### src/rtl/boot_pkg.sv
// Boot loader shared types: FSM state enum, default frame marker,
// length and checksum widths. BOOT_CHECKSUM_EN adds the CSUM state.
package boot_pkg;

  localparam logic [7:0] SYNC_BYTE_DEF = 8'hA5;
  localparam int         LEN_W         = 16;
  localparam int         CSUM_W        = 8;

  typedef enum logic [2:0] {
    ST_SYNC,
    ST_LEN_LO,
    ST_LEN_HI,
    ST_DATA,
    ST_WRITE,
`ifdef BOOT_CHECKSUM_EN
    ST_CSUM,
`endif
    ST_DONE,
    ST_ERR
  } state_e;

endpackage

### src/rtl/boot_ctrl.sv
// Boot loader: pops framed bytes from an RX FIFO, writes 32-bit words
// to instruction memory, then releases the CPU reset.
// Ports: clk, rst_n (async, active-low); rx_empty/rx_data in,
// rx_rd out (FWFT FIFO); imem_we/imem_addr/imem_wdata write port;
// busy, boot_done, boot_err, cpu_rst_n status.
// Frame: SYNC_BYTE, N lo, N hi, N*4 payload bytes (LE words).
// Macro BOOT_CHECKSUM_EN: adds a mod-256 payload sum trailer byte.
module boot_ctrl
  import boot_pkg::*;
#(
  parameter int         ADDR_W    = 12,
  parameter logic [7:0] SYNC_BYTE = SYNC_BYTE_DEF
) (
  input  logic              clk,
  input  logic              rst_n,
  input  logic              rx_empty,
  input  logic [7:0]        rx_data,
  output logic              rx_rd,
  output logic              imem_we,
  output logic [ADDR_W-1:0] imem_addr,
  output logic [31:0]       imem_wdata,
  output logic              busy,
  output logic              boot_done,
  output logic              boot_err,
  output logic              cpu_rst_n
);

  localparam int          IDX_W = ADDR_W + 1;
  localparam logic [31:0] MAX_N = 32'(1) << ADDR_W;

`ifdef BOOT_CHECKSUM_EN
  localparam state_e ST_FIN = ST_CSUM;
`else
  localparam state_e ST_FIN = ST_DONE;
`endif

  state_e           state_q, state_d;
  logic [LEN_W-1:0] len_q, len_d;
  logic [IDX_W-1:0] idx_q, idx_d;
  logic [1:0]       bcnt_q, bcnt_d;
  logic [31:0]      word_q, word_d;
`ifdef BOOT_CHECKSUM_EN
  logic [CSUM_W-1:0] csum_q, csum_d;
`endif

  logic             rx_ok;
  logic             pop;
  logic [LEN_W-1:0] len_new;

  // Receiving states may pop; gating with rst_n keeps rx_rd low
  // while reset is held, even with data waiting.
  always_comb begin
    rx_ok = 1'b0;
    unique case (state_q)
      ST_SYNC, ST_LEN_LO,
      ST_LEN_HI, ST_DATA:  rx_ok = 1'b1;
`ifdef BOOT_CHECKSUM_EN
      ST_CSUM:             rx_ok = 1'b1;
`endif
      default:             rx_ok = 1'b0;
    endcase
  end

  assign pop   = rx_ok & ~rx_empty & rst_n;
  assign rx_rd = pop;

  always_comb begin
    state_d = state_q;
    len_d   = len_q;
    idx_d   = idx_q;
    bcnt_d  = bcnt_q;
    word_d  = word_q;
`ifdef BOOT_CHECKSUM_EN
    csum_d  = csum_q;
`endif
    len_new = {rx_data, len_q[7:0]};
    unique case (state_q)
      ST_SYNC: begin
        if (pop && rx_data == SYNC_BYTE) state_d = ST_LEN_LO;
      end
      ST_LEN_LO: begin
        if (pop) begin
          len_d[7:0] = rx_data;
          state_d    = ST_LEN_HI;
        end
      end
      ST_LEN_HI: begin
        if (pop) begin
          len_d = len_new;
          if (32'(len_new) > MAX_N) state_d = ST_ERR;
          else if (len_new == '0)   state_d = ST_FIN;
          else                      state_d = ST_DATA;
        end
      end
      ST_DATA: begin
        if (pop) begin
          // Shift in from the top: after 4 bytes byte 0 sits in [7:0].
          word_d = {rx_data, word_q[31:8]};
          bcnt_d = bcnt_q + 2'd1;
`ifdef BOOT_CHECKSUM_EN
          csum_d = csum_q + rx_data;
`endif
          if (bcnt_q == 2'd3) state_d = ST_WRITE;
        end
      end
      ST_WRITE: begin
        idx_d = idx_q + IDX_W'(1);
        if (32'(idx_d) < 32'(len_q)) state_d = ST_DATA;
        else                         state_d = ST_FIN;
      end
`ifdef BOOT_CHECKSUM_EN
      ST_CSUM: begin
        if (pop) begin
          if (rx_data == csum_q) state_d = ST_DONE;
          else                   state_d = ST_ERR;
        end
      end
`endif
      default: ;
    endcase
  end

  always_ff @(posedge clk or negedge rst_n) begin
    if (!rst_n) begin
      state_q <= ST_SYNC;
      len_q   <= '0;
      idx_q   <= '0;
      bcnt_q  <= '0;
      word_q  <= '0;
`ifdef BOOT_CHECKSUM_EN
      csum_q  <= '0;
`endif
    end else begin
      state_q <= state_d;
      len_q   <= len_d;
      idx_q   <= idx_d;
      bcnt_q  <= bcnt_d;
      word_q  <= word_d;
`ifdef BOOT_CHECKSUM_EN
      csum_q  <= csum_d;
`endif
    end
  end

  assign imem_we    = (state_q == ST_WRITE);
  assign imem_addr  = idx_q[ADDR_W-1:0];
  assign imem_wdata = word_q;
  assign boot_done  = (state_q == ST_DONE);
  assign boot_err   = (state_q == ST_ERR);
  assign cpu_rst_n  = boot_done;
  assign busy       = !(state_q == ST_SYNC ||
                        state_q == ST_DONE ||
                        state_q == ST_ERR);

endmodule

### config.mk
export PLATFORM = sky130hd
export DESIGN_NAME = boot_ctrl
export DESIGN_NICKNAME = d
export VERILOG_FILES = /design/src/rtl/boot_pkg.sv /design/src/rtl/boot_ctrl.sv
export SDC_FILE = /design/constraint.sdc
export NUM_CORES = 1
export LEC_CHECK = 0
export CORE_ASPECT_RATIO = 1.75
export CORE_MARGIN = 2
export CORE_UTILIZATION = 40
export CTS_BUF_LIST = sky130_fd_sc_hd__clkbuf_8
export CTS_CLUSTER_SIZE = 20
export DETAILED_ROUTE_END_ITERATION = 7
export DONT_BUFFER_PORTS = 1
export PLACE_DENSITY = 0.56
export SYNTH_ARGS = -nofsm -noshare
export SYNTH_HDL_FRONTEND = slang
export SYNTH_SLANG_ARGS = --single-unit
export TNS_END_PERCENT = 100
### constraint.sdc
create_clock -name clk -period 2.4 [get_ports clk]
set_input_delay 0.24 -clock clk [delete_from_list [all_inputs] [get_ports clk]]
set_output_delay 0.24 -clock clk [all_outputs]
set_load 0.01 [all_outputs]
Word level (Yosys, flattened, before mapping)
Index checks and enable logic that the tools add are counted. Widths: inputs -> output; s select.

Input port bits: 11. Output and inout bits: 50. Bits in registers: 66. Logic and storage cells: 51.

Magnitude comparators: 2. Equal/unequal tests: 13. Reductions and logical operators: 12. Add/subtract/negate cells: 2. Muxes and demuxes: 12. Bitwise logic cells: 4.

Operators with widths (count): $mux 3 (8); $gt 16x13->1 const B (1); $logic_not 16->1 (1); $lt 13x16->1 (1); $pmux 8 s2 (1); $pmux 3 s5 (1); $add 13x1->13 const B (1); $ne 2x2->1 const B (5); $eq 3x3->1 const B (3); $eq 8x8->1 const B (1); $mux 8 (1); $eq 3x2->1 const B (2); $reduce_and 6->1 (1); $reduce_bool 5->1 (1); $reduce_and 2->1 (2); $reduce_or 4->1 (1); $eq 3x1->1 const B (1); $logic_not 3->1 (1); $reduce_and 3->1 (1); $add 2x1->2 const B (1); $and 1x1->1 (2); $eq 2x2->1 const B (1); $logic_or 1x1->1 (2); $not 1->1 (2); other kinds (3) (3).

Longest topological paths before layout
Word-level depth: 8. Gate-level depth with buffers: 12. Mapped depth without buffers: 12.

Worst setup path before layout
Ideal clock, no wire load.

Kind: register -> register. Start point: register idx_q[0]. End point: register state_q[2]. Data arrival time: 2433 ps. Slack: -159 ps. Path buffers: 0. Data required time: 2274 ps. Library setup time: 126 ps. Cell stages (with the launch flop): 13. Clock period less this slack: 2559 ps. Cells stage by stage: dfrtp_1 ha_1 nand3_1 nor2_1 and3_1 nand3_1 xnor2_1 ha_1 a21oi_1 nand2_1 o21ai_0 o31ai_1 o32a_1.

Word-level cells in the longest chain between the ends: 4.

Ends and longest elaborated chain: from (decl) (RTL line boot_ctrl.sv:39) `logic [IDX_W-1:0] idx_q, idx_d;`; from (signal assigned) (RTL line boot_ctrl.sv:136) `idx_q <= idx_d;`; $add 13x1->13 (RTL line boot_ctrl.sv:107) `idx_d = idx_q + IDX_W'(1);`; $lt 13x16->1 (RTL line boot_ctrl.sv:108) `if (32'(idx_d) < 32'(len_q)) state_d = ST_DATA;`; $mux 3 (RTL line boot_ctrl.sv:108); $pmux 3 s5 (RTL line boot_ctrl.sv:77) `unique case (state_q)`; to (signal assigned) (RTL line boot_ctrl.sv:134) `state_q <= state_d;`; to (decl) (RTL line boot_ctrl.sv:37) `state_e state_q, state_d;`.

Every way passes these cells. A chain may end at the register's enable or synchronous reset.

Final worst setup path
Start point: register idx_q[1]. End point: register state_q[2].

The elaborated chain is that of the path after synthesis.

==> metrics.cfg <==
[synthesis]
synth_common_cells = dfrtp_1, mux2_4, nand2_1
synth_top_area_frac = 0.484
synth_ff_type = dfrtp_1
syn_avg_cell_area_um2 = 12.0
yosysSeqAreaShare = 0.484
synth_cells = 285
synth_area_leaders = dfrtp_1, mux2_4, ha_1
synth.net_count = 310
yosysTopAreaCell = dfrtp_1
yosys.cell_types.count = 42
syn_area_um2 = 3410
synth_most_common_cell = dfrtp_1
synth_edf_count = 0
synthArstFlopShare = 1.00
yosysWarnings = 0
ys_ff_latch = 66

[critical_path]
end_kind = flop
r2r-start = idx_q[1]$_DFFE_PN0P_
rr_worst_depth = 12
worstPathMaxFanout = 3
critPathLaunchType = flop
required_ns = 2.63
r2r-end = state_q[2]$_DFFE_PN0P_
arrival_ns = 2.67
ff2ff_setup_slack_ns = -0.03
crit_type = flop to flop

[global_routing]
antenna_found_initial = 0
grt_pass1_wl_um = 11600
grt_pass1_vias = 2340
grt_overflow = 0
grt_usage = 0.167
grt_start_max_net_pins = 67

[sta]
clock_skew_ns = 0.00801
layout_min_cycle_time_ns = 2.43
hold_viol = 0
slew_viol_final = 0
fin_crit_sh = 1.01
fmax_mhz = 411
tns_ns = -0.0307
setup_ws_ns = -0.0307
tightest_slew_ns = 0.590
setup_viol = 1
slew-limit-headroom = 0.607
rsz0062_at_grt = true

[floorplan]
die_h_um = 126
dieArea_um2 = 9310
core_um2 = 8310
rows = 44
die_w_um = 73.8
start_util = 0.410
pin_count = 61

[run_status]
status = complete, but fails checks
violations = negative setup slack

[flow_run]
drv_cap = 0

[route]
wl_per_cell_um = 16.9
drc = 0
viasPerCell = 5.01
first_iter_violations = 73
dr.pass1.iters = 4
dr_total_vias = 2148
drt-total-wl_um = 7260
final_antenna_net_count = 0

[pwr]
power_uw = 4600
powerDensity_nw_per_um2 = 1130
leakage_uw = 0.00194
peakVddDrop_mv = 0.623

[cells_and_area]
drive_gt1_frac = 0.341
nNetsFinal = 334
diodes = 0
instances_no_fill = 429
syn_to_final_growth_pct = 19.4

[clocking]
clk_latency_ns = 0.35
cts_buffer_depth = 2
path_clk_slew_ns = 0.07
cts_inserted_buffers = 9
cts_tree = done
cts-root-buf = clkbuf_8
clock_sinks = 66
h-tree-depth = 3

[min_path]
hold_path_end = len_q[8]$_DFFE_PN0P_
hp-class = input pin to flop
hp-start = rx_data[0]
hold_depth = 2

[place]
place_ws_ns = -0.116
routabilityCongestion = 0.774
placed_cells = 405
place_hpwl_um = 4900
numPortBuffers = 0

[worst max-delay path by stage]
| stage | startpoint | to | slack (ns) | cells past startpoint |
|---|---|---|---|---|
| 3_5_place_dp | idx_q[1]$_DFFE_PN0P_ | state_q[2]$_DFFE_PN0P_ | -0.12 | 9 |
| 5_1_grt | idx_q[1]$_DFFE_PN0P_ | state_q[2]$_DFFE_PN0P_ | -0.16 | 12 |
| 2_1_floorplan | idx_q[0]$_DFFE_PN0P_ | state_q[2]$_DFFE_PN0P_ | 0.01 | 12 |
| 4_1_cts | idx_q[1]$_DFFE_PN0P_ | state_q[2]$_DFFE_PN0P_ | 0.004 | 12 |
| 6_report | idx_q[1]$_DFFE_PN0P_ | state_q[2]$_DFFE_PN0P_ | -0.03 | 12 |
| 3_3_place_gp | idx_q[1]$_DFFE_PN0P_ | state_q[2]$_DFFE_PN0P_ | -0.06 | 9 |
[cell usage in the layout (no fill, tap or decap), types with 3 or more instances in the layout]
| master | count |
|---|---|
| nand3_4 | 4 |
| mux2_4 | 29 |
| a21oi_1 | 4 |
| clkbuf_8 | 11 |
| xor2_1 | 7 |
| xnor2_1 | 18 |
| nor2_1 | 5 |
| dfrtp_1 | 65 |
| buf_4 | 27 |
| mux2_2 | 9 |
| dlygate4sd3_1 | 6 |
| o21ai_0 | 13 |
| nand4_1 | 4 |
| nor4_1 | 3 |
| nand2_1 | 28 |
| nand3_1 | 5 |
| bufinv_16 | 3 |
| inv_1 | 15 |
| nor2_4 | 3 |
| ha_1 | 13 |
[routing by layer]
metal,global-route usage,share of wire,vias up
li1,-,-,1025
met1,0.171,0.38,1048
met2,0.289,0.54,60
met3,0.0504,0.057,15
met4,0.0941,0.031,0
met5,0,0,-
[worst max-delay path: stages, from the launching register on]
cell and delay (ns):
dfrtp_1 0.40, ha_4 0.16, nand3_4 0.07, nor2_4 0.10, and3_4 0.21, nand3_4 0.08
xnor2_2 0.15, ha_1 0.35, a21oi_2 0.15, nand2_1 0.08, o21ai_2 0.17, o31ai_4 0.10
o32a_1 0.29
[cell type report]
| cell class | instances | area, µm² |
|---|---|---|
| fillers | 738 | 4240 |
| well taps | 115 | 144 |
| flip-flops and latches | 66 | 1650 |
| inverters | 15 | 56.3 |
| clock inverters | 5 | 100 |
| clock buffers | 11 | 151 |
| multi-input cells | 181 | 1650 |
| repair buffers | 36 | 313 |
[logic make-up (layout without fill, tap and decap cells)]
logic type      count (synthesis)  after routing  synth area share
flops                          66             66             0.484
fa+ha+maj                      14             14            0.0514
compound gates                 33             33            0.0602
buf+inv                        38             67            0.0657
xor+xnor                       26             26            0.0668
simple gates                   70             70             0.114
mux                            38             38             0.157
[report_power, final]
group | internal [µW] | switching [µW]
clock network | 743 | 419
registers | 1560 | 509
logic | 802 | 567
[flip-flops by register name, indices dropped and copies added, names as in the netlist]
signal / count
bcnt_q: 2
idx_q: 13
imem_wdata: 32
len_q: 16
state_q: 3
[per-stage QoR]
stage / hold WS, ns / utilization / instance area [µm²]
finish: 0.0191 / 0.490 / 4070
global route: 0.00882 / 0.490 / 4070
CTS: 0.00333 / 0.478 / 3980
detailed placement: -0.0543 / 0.435 / 3620
global placement: -0.0544 / 0.435 / 3620
floorplan: -0.0556 / - / 3430
[timing repair]
item | CTS | global route
resized for setup | 3 | 19
hold buffers | 7 | 0
pin swaps | 2 | 12
buffers inserted | 1 | 0
hold endpoints to repair | 72 | 0
setup endpoints to repair | 2 | 2
Note: power is estimated with default switching activity, not from simulation.
